[src/rtl/mem_pkg.sv]
// Shared types, default sizes and the address range check for the memory unit.
package mem_pkg;

  typedef enum logic [1:0] {
    IDLE,
    WAIT,
    DONE
  } dstate_t;

  localparam int unsigned DEF_DATA_W     = 16;
  localparam int unsigned DEF_ADDR_W     = 12;
  localparam int unsigned DEF_DMEM_DEPTH = 16;
  localparam int unsigned DEF_IMEM_DEPTH = 12;
  localparam int unsigned CNT_W          = 4;

  // Unsigned compare of a zero-extended address against a word count.
  function automatic logic in_range(input logic [31:0] addr, input int unsigned depth);
    return addr < depth;
  endfunction

endpackage

[src/rtl/mem_array.sv]
// Word array with synchronous write, registered read (read-before-write)
// and a range guard on both ports. Optional async reset loads mem[i] = i.
module mem_array
  import mem_pkg::*;
#(
  parameter int unsigned DATA_W   = DEF_DATA_W,
  parameter int unsigned ADDR_W   = DEF_ADDR_W,
  parameter int unsigned DEPTH    = DEF_DMEM_DEPTH,
  parameter bit          RST_INIT = 1'b0
) (
  input  logic              clk,
  input  logic              rst,
  input  logic              we,
  input  logic [ADDR_W-1:0] waddr,
  input  logic [DATA_W-1:0] wdata,
  input  logic              re,
  input  logic [ADDR_W-1:0] raddr,
  output logic [DATA_W-1:0] rdata
);

  localparam int unsigned IDX_W = (DEPTH > 1) ? $clog2(DEPTH) : 1;

  logic [DATA_W-1:0] mem [DEPTH];
  logic              wr_ok;
  logic              rd_ok;

  assign wr_ok = we && in_range(32'(waddr), DEPTH);
  assign rd_ok = in_range(32'(raddr), DEPTH);

  generate
    if (RST_INIT) begin : g_init
      // Storage with reset-time index pattern; out-of-range writes dropped.
      always_ff @(posedge clk or posedge rst) begin
        if (rst) begin
          for (int unsigned i = 0; i < DEPTH; i++) begin
            mem[IDX_W'(i)] <= DATA_W'(i);
          end
        end else if (wr_ok) begin
          mem[waddr[IDX_W-1:0]] <= wdata;
        end
      end
    end else begin : g_noinit
      // Storage without reset; out-of-range writes dropped.
      always_ff @(posedge clk) begin
        if (wr_ok) begin
          mem[waddr[IDX_W-1:0]] <= wdata;
        end
      end
    end
  endgenerate

  // Registered read; old contents on same-address write, zero when out of range.
  always_ff @(posedge clk or posedge rst) begin
    if (rst) begin
      rdata <= '0;
    end else if (re) begin
      rdata <= rd_ok ? mem[raddr[IDX_W-1:0]] : '0;
    end
  end

endmodule

[src/rtl/mem_unit_p.sv]
// Clocked instruction/data memory unit: registered IMEM fetch with load port,
// req/ack DMEM port with programmable wait states and range error.
module mem_unit_p
  import mem_pkg::*;
#(
  parameter int unsigned DATA_W     = DEF_DATA_W,
  parameter int unsigned ADDR_W     = DEF_ADDR_W,
  parameter int unsigned DMEM_DEPTH = DEF_DMEM_DEPTH,
  parameter int unsigned IMEM_DEPTH = DEF_IMEM_DEPTH,
  parameter int unsigned WAIT_CYC   = 0
) (
  input  logic              clk,
  input  logic              rst,
  input  logic              if_req,
  input  logic [ADDR_W-1:0] if_addr,
  output logic              if_valid,
  output logic [DATA_W-1:0] if_data,
  input  logic              d_req,
  input  logic              d_we,
  input  logic [ADDR_W-1:0] d_addr,
  input  logic [DATA_W-1:0] d_wdata,
  output logic              d_ack,
  output logic [DATA_W-1:0] d_rdata,
  output logic              d_err,
  output logic              d_busy,
  input  logic              ld_en,
  input  logic [ADDR_W-1:0] ld_addr,
  input  logic [DATA_W-1:0] ld_data
);

  dstate_t           state, nstate;
  logic [CNT_W-1:0]  cnt;
  logic              cap_we;
  logic [ADDR_W-1:0] cap_addr;
  logic [DATA_W-1:0] cap_wdata;
  logic              capture;
  logic              access;
  logic              acc_we;
  logic [ADDR_W-1:0] acc_addr;
  logic [DATA_W-1:0] acc_wdata;
  logic              acc_ok;
  logic              wb_sel;
  logic [DATA_W-1:0] wb_data;
  logic              err_q;
  logic [DATA_W-1:0] dm_rdata;

  mem_array #(
    .DATA_W  (DATA_W),
    .ADDR_W  (ADDR_W),
    .DEPTH   (IMEM_DEPTH),
    .RST_INIT(1'b0)
  ) u_imem (
    .clk  (clk),
    .rst  (rst),
    .we   (ld_en),
    .waddr(ld_addr),
    .wdata(ld_data),
    .re   (if_req),
    .raddr(if_addr),
    .rdata(if_data)
  );

  // Fetch valid follows the request by one edge.
  always_ff @(posedge clk or posedge rst) begin
    if (rst) begin
      if_valid <= 1'b0;
    end else begin
      if_valid <= if_req;
    end
  end

  // Next state, capture decision and the address/data used on the access edge.
  always_comb begin
    nstate  = state;
    capture = 1'b0;
    case (state)
      IDLE, DONE: begin
        if (d_req) begin
          capture = 1'b1;
          nstate  = (WAIT_CYC == 0) ? DONE : WAIT;
        end else begin
          nstate = IDLE;
        end
      end
      WAIT: begin
        if (cnt == CNT_W'(1)) begin
          nstate = DONE;
        end
      end
      default: nstate = IDLE;
    endcase
    // The access happens on every edge that enters DONE; with no wait states
    // that is the capturing edge itself, so the live inputs are used there.
    access    = (nstate == DONE);
    acc_we    = capture ? d_we    : cap_we;
    acc_addr  = capture ? d_addr  : cap_addr;
    acc_wdata = capture ? d_wdata : cap_wdata;
    acc_ok    = in_range(32'(acc_addr), DMEM_DEPTH);
  end

  // State register, request capture, wait counter and completion status.
  always_ff @(posedge clk or posedge rst) begin
    if (rst) begin
      state     <= IDLE;
      cnt       <= '0;
      cap_we    <= 1'b0;
      cap_addr  <= '0;
      cap_wdata <= '0;
      wb_sel    <= 1'b0;
      wb_data   <= '0;
      err_q     <= 1'b0;
    end else begin
      state <= nstate;
      if (capture) begin
        cap_we    <= d_we;
        cap_addr  <= d_addr;
        cap_wdata <= d_wdata;
        cnt       <= CNT_W'(WAIT_CYC);
      end else if (state == WAIT) begin
        cnt <= cnt - CNT_W'(1);
      end
      if (access) begin
        wb_sel  <= acc_we;
        wb_data <= acc_ok ? acc_wdata : '0;
        err_q   <= !acc_ok;
      end
    end
  end

  mem_array #(
    .DATA_W  (DATA_W),
    .ADDR_W  (ADDR_W),
    .DEPTH   (DMEM_DEPTH),
    .RST_INIT(1'b1)
  ) u_dmem (
    .clk  (clk),
    .rst  (rst),
    .we   (access && acc_we),
    .waddr(acc_addr),
    .wdata(acc_wdata),
    .re   (access && !acc_we),
    .raddr(acc_addr),
    .rdata(dm_rdata)
  );

  // Reads are held in the array's output register; writes return their own
  // data (zero when out of range) from a separate holding register.
  assign d_rdata = wb_sel ? wb_data : dm_rdata;
  assign d_ack   = (state == DONE);
  assign d_busy  = (state == WAIT);
  assign d_err   = (state == DONE) && err_q;

endmodule

[config.mk]
export PLATFORM = sky130hd
export DESIGN_NAME = mem_unit_p
export DESIGN_NICKNAME = d
export VERILOG_FILES = /design/src/rtl/mem_pkg.sv /design/src/rtl/mem_array.sv /design/src/rtl/mem_unit_p.sv
export SDC_FILE = /design/constraint.sdc
export NUM_CORES = 1
export LEC_CHECK = 0
export ABC_AREA = 1
export CORE_UTILIZATION = 50
export CTS_CLUSTER_DIAMETER = 30
export DETAILED_ROUTE_END_ITERATION = 6
export HOLD_SLACK_MARGIN = 0.06
export PLACE_DENSITY_LB_ADDON = 0.15
export RECOVER_POWER = 50
export SLEW_MARGIN = 0
export SYNTH_ARGS = -nofsm -noshare
export SYNTH_HDL_FRONTEND = slang
export SYNTH_SLANG_ARGS = --single-unit
[constraint.sdc]
create_clock -name clk -period 30.7 [get_ports clk]
set_clock_uncertainty 0.05 [all_clocks]
set_input_delay 3.07 -clock clk [delete_from_list [all_inputs] [get_ports clk]]
set_output_delay 3.07 -clock clk [all_outputs]
set_load 0.01 [all_outputs]
Yosys cells after proc, flatten, opt, wreduce, memory -nomap -nowiden

Memories as Yosys holds them, arrays and structs flattened.
Cells that the tools add are included.
Widths: inputs -> output; s select.

Add/subtract/negate cells: 1
Order comparisons: 5
Equality and inequality tests: 4
Muxes and demuxes: 22
Bitwise logic cells: 1
Reduce and logical (&&, ||, !) cells: 11

Operator list:

| operator            | count |
|---|---|
| $bwmux 256          | 1 |
| $mux 16             | 8 |
| $bmux 16 s4         | 1 |
| $demux 16 s4        | 1 |
| $lt 12x4->1 const B | 2 |
| $lt 12x5->1 const B | 1 |
| $mux 12             | 1 |
| $mux 4              | 2 |
| $logic_and 1x1->1   | 6 |
| $ge 5x5->1 const B  | 1 |
| $lt 5x1->1 const B  | 1 |
| $mux 1              | 5 |
| $not 4->5           | 1 |
| $eq 2x2->1 const B  | 2 |
| $eq 4x1->1 const B  | 1 |
| $mux 2              | 2 |
| $pmux 2 s2          | 1 |
| $sub 4x1->4 const B | 1 |
| $eq 2x1->1 const B  | 1 |
| $logic_not 1->1     | 2 |
| $logic_not 2->1     | 1 |
| $reduce_bool 2->1   | 1 |
| $reduce_or 2->1     | 1 |

Bits in registers: 342
RAM bits: 192
Input port bits: 74
Output and inout port bits: 36
Memories kept: 1

Memory list:

| memory     | depth | width | rd ports | clocked after Yosys merged registers in | write ports | RTL line        | RTL |
|---|---|---|---|---|---|---|---|
| u_imem.mem | 12    | 16    | 1        | 0                                       | 1           | mem_array.sv:23 | `logic [DATA_W-1:0] mem [DEPTH];` |

Longest topological paths before layout

Gate-level depths: netlist of the first run.

Word-level depth: 10
Mapped depth: 15

By module

A second synthesis of the first run with hierarchy kept.

Cells, all modules: 2601
Area total of the unflattened synthesis: 23681.5 um2

By module, submodules not included:

| module              | instances | cells each | area an instance (um2) | seq. area each (um2) |
|---|---|---|---|---|
| mem_array at u_dmem | 1         | 1524       | 12572.1                | 6846.6 |
| mem_array at u_imem | 1         | 727        | 8416.8                 | 6165.9 |
| mem_unit_p          | 1         | 350        | 2692.6                 | 1351.3 |

Worst setup path before layout of the first run

No wires, ideal clock.

Path kind: input-to-reg
Start point: input ld_addr[9]
End point: memory u_imem.mem[0][0] in the netlist's numbering (enable)
Arrival time: 4.528 ns
Required time: 30.262 ns
Slack: 25.733 ns
Stages: 4
Buffers on the path: 0
Cell sequence: nor4_1 -> nor3b_1 -> nand3_1 -> nor2_1

Word-level cells in the longest chain between the ends: 4

RTL lines:

| what                         | RTL line         | RTL |
|---|---|---|
| start, declared              | mem_unit_p.sv:27 | `input logic [ADDR_W-1:0] ld_addr,` |
| $lt 12x4->1                  | mem_pkg.sv:18    | `return addr < depth;` |
| $logic_and 1x1->1            | mem_array.sv:27  | `assign wr_ok = we && in_range(32'(waddr), DEPTH);` |
| $mux 1                       | mem_array.sv:45  | `if (wr_ok) begin` |
| $mux 1 (implied by the code) | mem_array.sv:46  | `mem[waddr[IDX_W-1:0]] <= wdata;` |
| end, declared                | mem_array.sv:23  |  |

No other way between the ends.

==> results of run 1 <==
-- critical path, cell delays in order --
cell           delay, ns
dlygate4sd3_1       0.54
clkinvlp_2          2.98
clkbuf_1            6.06
-- layer usage --
layer	share of wire (%)	GRT usage, %
met5	0.025	0
met4	2.9	10.7
met3	6.1	5.12
met2	49	46.7
met1	42	34.8
-- path summary, 6_finish.rpt --
| check | slack [ns] | end | start |
|---|---|---|---|
| min in group asynchronous | 4.48 | cap_wdata[1]$_DFF_PP0_ | rst |
| max in group clk | 23.25 | u_dmem.mem[69]$_DFFE_PP0P_ | d_req |
| worst max register to register | 25.82 | u_dmem.mem[69]$_DFFE_PP0P_ | state[0]$_DFF_PP0_ |
| worst max-delay path | 16.38 | u_dmem.mem[229]$_DFFE_PP0P_ | rst |
| worst min-delay path | 0.42 | u_dmem.mem[99]$_DFFE_PP1P_ | u_dmem.mem[99]$_DFFE_PP1P_ |
| worst min register to register | 0.42 | u_dmem.mem[99]$_DFFE_PP1P_ | u_dmem.mem[99]$_DFFE_PP1P_ |
-- logic make-up (layout without fill, tap and decap cells) --
logic type	after synthesis	after routing
and+or+nand+nor	1410	1410
DFF	534	534
buffers and inverters	491	656
adders and majority gates	2	2
AOI/OAI and AO/OA	442	442
xor gates and xnor gates	1	1
-- final cells by class --
class                   count  area share, %
flip-flops and latches    534           48.2
multi-input cells        1855           27.7
clock buffers             163           10.9
repair buffers            141           4.29
inverters                 300           3.78
well taps                 664           2.79
clock inverters            52           2.34
-- Yosys cell counts (32+ instances only) --
cell type / instances / area [um2]
o21ai_1: 177 / 886
o21ai_0: 129 / 646
dfstp_2: 32 / 841
dfrtp_1: 310 / 7760
clkbuf_1: 106 / 398
nand2_1: 1092 / 4100
edfxtp_1: 192 / 5770
nand3_1: 150 / 751
buf_2: 40 / 200
nor2_1: 97 / 364
inv_1: 289 / 1080
a21oi_1: 78 / 390
-- power breakdown --
part	switching (mW)	internal (mW)	leakage [nW]
registers	0.00237	0.746	6.32
logic	0.104	0.0386	4.82
clock network	0.391	0.833	1.91
total	0.498	1.62	13.0
-- sequential cells by signal, indices dropped and copies added (netlist names), 2 cells and up --
name and cells:
u_dmem.rdata 16, cnt 4, u_dmem.mem 256, cap_wdata 16, wb_data 16, u_imem.mem 192, cap_addr 12, state 2
u_imem.rdata 16
-- layout by cell type, fill, tap and decap left out, drive strengths merged, types with 2 or more instances in the layout --
master	count
and2	16
o21ai	308
nor4	2
dfrtp	310
dfstp	32
clkinvlp	11
clkinv	29
dlygate4sd3	20
a22oi	26
ha	2
edfxtp	192
bufinv	12
clkdlybuf4s50	88
nand2	1098
buf	20
o31ai	15
nor2	103
nor3b	2
nand3	160
a21oi	78
o22ai	3
o21bai	11
inv	300
nand3b	26
clkbuf	176
-- metrics by stage --
stage                     worst slack (ns)  instances  util (%)  cell area, um2
after floorplan                      18.15       2880         -           24700
after global placement               23.54       3494      53.1           25900
after detailed placement             23.42       3494      53.1           25900
after CTS                            24.12       3709      61.2           29900
after global routing                 14.12       3709      61.0           29800
final                                16.38       3709      61.0           29800
==> metrics.yaml, run 1 <==
core_mm2: 0.0488
ys_seq_area_share_pct: 58.1
ir_drop_mv: 0.0590
min-delay-path-class: "reg -> reg"
period_needed_ns: 14.32
ant_nets: 0
crit_arrival_ns: 12.91
synthArstFlopShare_pct: 64.0
die_w_um: 224
finalWirelength_mm: 67.1
synth_seq_cells: 534
vias: 19500
gr-usage-all-layers_pct: 27.5
endpoint_kind: "async pin"
num_antenna_cells: 0
synth_xor_area_share_pct: 0.0354
power_density_mw_per_mm2: 71.0
synthFlopType: "dfrtp_1"
synth_simple_gate_area_share_pct: 23.7
grt_pass1_wl_mm: 107
drive_above_1_share_pct: 8.90
slew_headroom_pct: -459
maxCapViolCount: 4
cts_inserted_buffers: 113
root_buffer: "clkbuf_16"
tightest_slew_ns: 8.39
post_cts_buffers: 0
reg2reg_depth: 8
synth_compound_area_share_pct: 9.53
dp_hpwl_mm: 38.1
cts_resized: 0
grt_max_degree: 156
drt-initial-drc-count: 1658
clk_pin_slew_worst_paths_ns: 0.04
fin_crit_sh_pct: 46.6
slew_violations: 374
clk_latency_ns: 0.66
crit_fanout: 155
die_area_mm2: 0.0503
fillCellCount: 4193
max_clock_freq_mhz: 69.8
syn_to_final_growth_pct: 20.5
initial_core_util_pct: 50.6
hold_buffers: 0
seq_area_mm2: 0.0144
port_buffers: 109
antenna_found_initial: 1
worstPathRequired_ns: 29.29
avgSynthCellArea_um2: 8.58
synthCells: 2880
p_leak_nw: 13.0
nets: 3021
synth_fa_ha_area_share_pct: 0.101
startpoint_type: "input port"
rsz0062_at_grt: "false"
place_congestion: 0.825
synth_nets: 2956
finalSetupTns_ns: 0
fp.dieH_um: 224
synthMuxAreaShare_pct: 0
multi_input_area_mm2: 0.00824
pin_count: 110
cts_tree: "built"
finalPower_mw: 2.11
synth_edf_count: 192
crit_type: "in -> async"
synth_top_family_by_area: "simple AND/OR/NAND/NOR gates"
hold_depth: 2
clock-sinks: 534
violations: "max-capacitance violations, max-slew violations"
cts_max_level: 3
syn_area_mm2: 0.0247
drc: 0
drtPass1Iterations: 5
yosysWarnings: 0
wl_per_cell_um: 18.1
fp-row-count: 81
outcome: "finished, violations left"
setup_viol: 0
hold_viol: 0
holdWs_ns: 0.420
via_per_inst: 5.25
yosysUniqueCellTypes: 37
cts.path.max_buffers: 3
grt_overflow: 0
grt_pass1_vias: 19800
Note: power is estimated with default switching activity, not from simulation.
==> inputs of run 2 (changes only) <==
==> constraint.sdc (replaced) <==
create_clock -name clk -period 14.2 [get_ports clk]
set_clock_uncertainty 0.05 [all_clocks]
set_input_delay 1.42 -clock clk [delete_from_list [all_inputs] [get_ports clk]]
set_output_delay 1.42 -clock clk [all_outputs]
set_load 0.01 [all_outputs]
==> run 2 against run 1 <==
Net effect: the flow still finishes with violations (max-capacitance violations, max-slew violations); sequential share of layout area fell by 0.49 points; hold slack improved by 0.0013 ns; cell area rose by 1.0%; global-route usage fell by 0.17 points; clock power rose by 130%; final cell count rose by 0.16%; die area did not move; register-to-register slack got worse by 18 ns; critical path type is now in -> reg; wire length fell by 0.13%; via count rose by 0.43%; power rose by 130%.
==> metrics.yaml, run 2 (synthesized netlist as in run 1, its figures left out) <==
final_common_cell: "nand2_1"
grt_max_degree: 138
rsz0062_at_grt: "false"
crit_end: "u_dmem.mem[69]$_DFFE_PP0P_"
rr_startpoint: "state[0]$_DFF_PP0_"
most-common-layout-cells: "nand2_1 (1093), dfrtp_1 (310), inv_1 (287)"
hold_buffers: 0
crit_arrival_ns: 8.22
grt_pass1_vias: 19400
fp.dieH_um: 224
outcome: "finished, violations left"
gr-usage-met2_pct: 46.0
cts_resized: 0
p_leak_nw: 13.2
startpoint: "d_req"
drt-initial-drc-count: 1693
period_needed_ns: 7.74
cts_inserted_buffers: 115
power_density_mw_per_mm2: 159
die_area_mm2: 0.0503
grt_pass1_wl_mm: 107
place_congestion: 0.828
finalSetupTns_ns: 0
r2r_end: "u_dmem.mem[69]$_DFFE_PP0P_"
endpoint_kind: "register"
crit_fanout: 67
path_buf_inv: 3
port_buffers: 109
post_cts_buffers: 0
clk_pin_slew_worst_paths_ns: 0.05
grt_busiest_layer: "met2"
worstPathRequired_ns: 14.68
antenna_found_initial: 1
drc: 0
via_per_inst: 5.26
largest_reg_flops: 256
core_mm2: 0.0488
fp-row-count: 81
startpoint_type: "input port"
worst-r2r-setup-slack_ns: 7.39
grt_util_met1_pct: 35.5
cts_max_level: 3
crit_chain: "dlygate4sd3_1 > nand2_1 > nand2_1 > o21ai_4 > inv_2 > clkbuf_1 > nand2_1 > nor2_1 > nand3_1 > o21ai_0"
finalWirelength_mm: 67.0
timing.final.ws_setup_ns: 6.46
setup_viol: 0
ir_drop_mv: 0.118
dpl_worst_slack_ns: 8.53
cts_tree: "built"
nets: 3024
cp.depth: 10
max_clock_freq_mhz: 129
syn_to_final_growth_pct: 21.8
slew_violations: 271
slowest_stage: "clkbuf_1"
reg.largest.list: "u_dmem.mem x256, u_imem.mem x192"
worst_path_most_repeated_cell: "nand2_1"
grt_overflow: 0
drive_above_1_share_pct: 9.51
use_met3_pct: 4.30
pin_count: 110
crit_type: "in -> reg"
slew_headroom_pct: -321
slowest_delay_ns: 2.54
cts.path.max_buffers: 3
gr-usage-all-layers_pct: 27.3
hold_viol: 0
min-delay-path-class: "reg -> reg"
wl_per_cell_um: 18.0
fin_crit_sh_pct: 54.5
reg2reg_depth: 10
ant_nets: 0
tightest_slew_ns: 6.28
root_buffer: "clkbuf_16"
violations: "max-capacitance violations, max-slew violations"
largest-register: "u_dmem.mem"
initial_core_util_pct: 50.6
clock-sinks: 534
cp_top_family: "buffers and inverters"
clk_latency_ns: 0.66
drtPass1Iterations: 6
maxCapViolCount: 5
dp_hpwl_mm: 37.8
die_w_um: 224
vias: 19600
run 2: changes by cell type in the layout (fill, tap and decap cells not counted), sizes merged:
cell	delta
dlygate4sd3	+17
bufinv	+10
buf	-2
diode	+1
clkbuf	-20
clkdlybuf4s50	-17
clkinv	+13
inv	+4
run 2: power breakdown:
| group | switching (mW) | total (mW) | internal [mW] |
|---|---|---|---|
| combinational | 0.225 | 0.310 | 0.0858 |
| sequential | 0.00519 | 1.62 | 1.61 |
| clock | 0.885 | 2.86 | 1.97 |
| total | 1.11 | 4.79 | 3.67 |
run 2: per-layer routing:
layer / vias to the layer above / wire (um)
met5: - / 0
met4: 0 / 1910
met3: 125 / 4180
met2: 699 / 32300
met1: 9389 / 28600
li1: 9345 / -
run 2: worst min-delay path by stage:
stage / start / to / cells past startpoint / slack [ns]
after floorplan: u_dmem.mem[11]$_DFFE_PP0P_ / u_dmem.mem[11]$_DFFE_PP0P_ / 2 / 0.39
after global placement: u_dmem.mem[11]$_DFFE_PP0P_ / u_dmem.mem[11]$_DFFE_PP0P_ / 2 / 0.41
after detailed placement: u_dmem.mem[62]$_DFFE_PP0P_ / u_dmem.mem[62]$_DFFE_PP0P_ / 2 / 0.41
after CTS: u_dmem.mem[65]$_DFFE_PP1P_ / u_dmem.mem[65]$_DFFE_PP1P_ / 2 / 0.42
after global routing: u_dmem.mem[65]$_DFFE_PP1P_ / u_dmem.mem[65]$_DFFE_PP1P_ / 2 / 0.43
final: u_imem.rdata[14]$_DFFE_PP0P_ / u_imem.rdata[14]$_DFFE_PP0P_ / 2 / 0.42
run 2: worst register-to-register path, stage by stage (launching register included):
cell and delay [ns]:
dfrtp_1 0.40, inv_2 0.13, nand2_1 0.78, nand2_1 0.39, o21ai_4 0.15, inv_2 0.09, clkbuf_1 2.54, nand2_1 0.54
nor2_1 0.27, nand3_1 0.87, o21ai_0 0.48
run 2: area by class of cell:
type | count | area [um2]
multi-input combinational | 1855 | 8250
inverter | 300 | 1130
clock buffer | 140 | 3140
fill | 4142 | 18800
sequential | 534 | 14400
timing repair buffer | 142 | 1270
clock inverter | 79 | 1100
tap | 664 | 831
antenna | 1 | 2.50
run 2: through the flow:
step	utilization (%)	hold slack [ns]	power, mW	instances	instance area [um2]
2_1_floorplan	-	0.394	1.84	2880	24700
3_3_place_gp	53.1	0.410	1.95	3495	25900
3_5_place_dp	53.1	0.414	1.95	3495	25900
4_1_cts	61.8	0.423	4.81	3714	30200
5_1_grt	61.6	0.430	4.92	3714	30100
6_report	61.6	0.421	4.79	3715	30100
==> inputs of run 3 (changes only) <==
==> constraint.sdc (replaced) <==
create_clock -name clk -period 6.5 [get_ports clk]
set_clock_uncertainty 0.05 [all_clocks]
set_input_delay 0.65 -clock clk [delete_from_list [all_inputs] [get_ports clk]]
set_output_delay 0.65 -clock clk [all_outputs]
set_load 0.01 [all_outputs]
==> run 3 against run 2 <==
Net effect: the run still ends with max-capacitance violations, max-slew violations left; hold slack hardly changed; clock power is 120% higher; first-iteration DRC count is 7.5% higher; sequential cell count stayed put; utilization hardly changed; wire length is 1.1% higher; via count is 0.23% higher; non-clock buffer count is 3 higher; sequential power is 120% higher; power is 120% higher; critical path depth is 3 lower.
==> metrics.yaml, run 3 (synthesized netlist as in run 1, its figures left out) <==
outcome: "finished, violations left"
violations: "max-capacitance violations, max-slew violations"
gr-usage-all-layers_pct: 27.6
endpoint_kind: "register"
grt_pass1_wl_mm: 106
fp.dieH_um: 224
crit_type: "reg -> reg"
startpoint_type: "register"
final_common_cell: "nand2_1"
slew_headroom_pct: -7.44
stdcell_area_mm2: 0.0301
root_buffer: "clkbuf_16"
hold_buffers: 0
cts_max_level: 3
via_per_inst: 5.28
clk_latency_ns: 0.66
rsz0062_at_grt: "false"
syn_to_final_growth_pct: 21.9
dpl_cell_area_mm2: 0.0260
min-delay-path-class: "reg -> reg"
reg.largest.list: "u_dmem.mem x256, u_imem.mem x192"
core_mm2: 0.0488
hold_end: "u_dmem.mem[128]$_DFFE_PP1P_"
hp-start: "u_dmem.mem[128]$_DFFE_PP1P_"
hold_depth: 2
cts_inserted_buffers: 114
max_clock_freq_mhz: 213
hold_viol: 0
fp-row-count: 81
wl_per_cell_um: 18.2
fin_crit_sh_pct: 72.1
grt_max_degree: 178
maxCapViolCount: 1
r2r_end: "u_dmem.mem[24]$_DFFE_PP0P_"
most-common-layout-cells: "nand2_1 (1093), dfrtp_1 (310), inv_1 (288)"
place_congestion: 0.874
pin_count: 110
nets: 3026
port_buffers: 109
post_cts_buffers: 0
rr_startpoint: "state[0]$_DFF_PP0_"
largest-register: "u_dmem.mem"
drt-initial-drc-count: 1820
num_antenna_cells: 0
drive_above_1_share_pct: 10.3
dp_hpwl_mm: 39.4
period_needed_ns: 4.69
crit_fanout: 40
clock-sinks: 534
vias: 19600
initial_core_util_pct: 50.6
power_density_mw_per_mm2: 344
grt_pass1_vias: 19200
drtPass1Iterations: 5
cts_resized: 0
largest_reg_flops: 256
worst-r2r-setup-slack_ns: 1.81
grt_overflow: 0
reg2reg_depth: 7
finalSetupTns_ns: 0
ir_drop_mv: 0.296
p_leak_nw: 13.2
antenna_found_initial: 5
clk_pin_slew_worst_paths_ns: 0.05
setup_viol: 0
worstPathRequired_ns: 6.96
die_w_um: 224
tightest_slew_ns: 1.61
cts_tree: "built"
finalWirelength_mm: 67.8
ant_nets: 0
crit_arrival_ns: 5.15
slew_violations: 27
die_area_mm2: 0.0503
drc: 0
cts.path.max_buffers: 3
## run 3: worst max path at each step
stage                  startpoint                           to  slack [ns]  cells past startpoint
6_report       state[0]$_DFF_PP0_   u_dmem.mem[24]$_DFFE_PP0P_        1.81                      7
5_1_grt        state[0]$_DFF_PP0_  u_dmem.mem[216]$_DFFE_PP0P_        1.33                      7
4_1_cts                     d_req   u_dmem.mem[24]$_DFFE_PP0P_        2.53                      7
3_5_place_dp                d_req   u_dmem.mem[17]$_DFFE_PP1P_        1.85                      7
3_3_place_gp                d_req    u_dmem.mem[2]$_DFFE_PP1P_        2.11                      7
2_1_floorplan                 rst        cap_addr[0]$_DFF_PP0_        1.25                      1
## run 3: worst max-delay path, cell delays in order, from the launching register on
cell and delay (ns):
dfrtp_1 0.42, inv_1 0.22, nand2_1 0.85, nand2_1 0.46
o21ai_2 0.35, nor2_4 0.67, nand3_1 0.99, o21ai_0 0.51
## run 3: routing by layer
metal  vias to the layer above  track usage [%]  routed length [um]
met3                       151             5.15                4110
met5                         -                0                  61
met4                        10             11.1                2290
met1                      9415             34.9               28400
met2                       679             46.7               32900
li1                       9348                -                   -
## run 3: metrics by stage
step / util [%] / instances / setup slack, ns / power (mW) / hold WS, ns
final: 61.6 / 3715 / 1.81 / 10.4 / 0.421
after global routing: 61.6 / 3715 / 1.33 / 10.7 / 0.440
after CTS: 61.7 / 3715 / 2.53 / 10.4 / 0.419
after detailed placement: 53.2 / 3498 / 1.85 / 4.27 / 0.417
after global placement: 53.2 / 3498 / 2.11 / 4.27 / 0.407
after floorplan: - / 2880 / 1.25 / 4.02 / 0.394
## run 3: final cells by class
class	count	area [um2]
inverter	300	1130
timing repair buffer	145	1380
multi-input combinational	1855	8240
fill	4158	18700
clock inverter	86	1130
sequential	534	14400
clock buffer	131	3040
tap	664	831
## run 3: where the power goes
group | switching, mW | total (mW) | internal (mW) | leakage (nW)
combinational | 0.499 | 0.685 | 0.186 | 4.90
sequential | 0.0114 | 3.53 | 3.52 | 6.32
clock | 2.00 | 6.16 | 4.15 | 2.02
total | 2.51 | 10.4 | 7.86 | 13.2
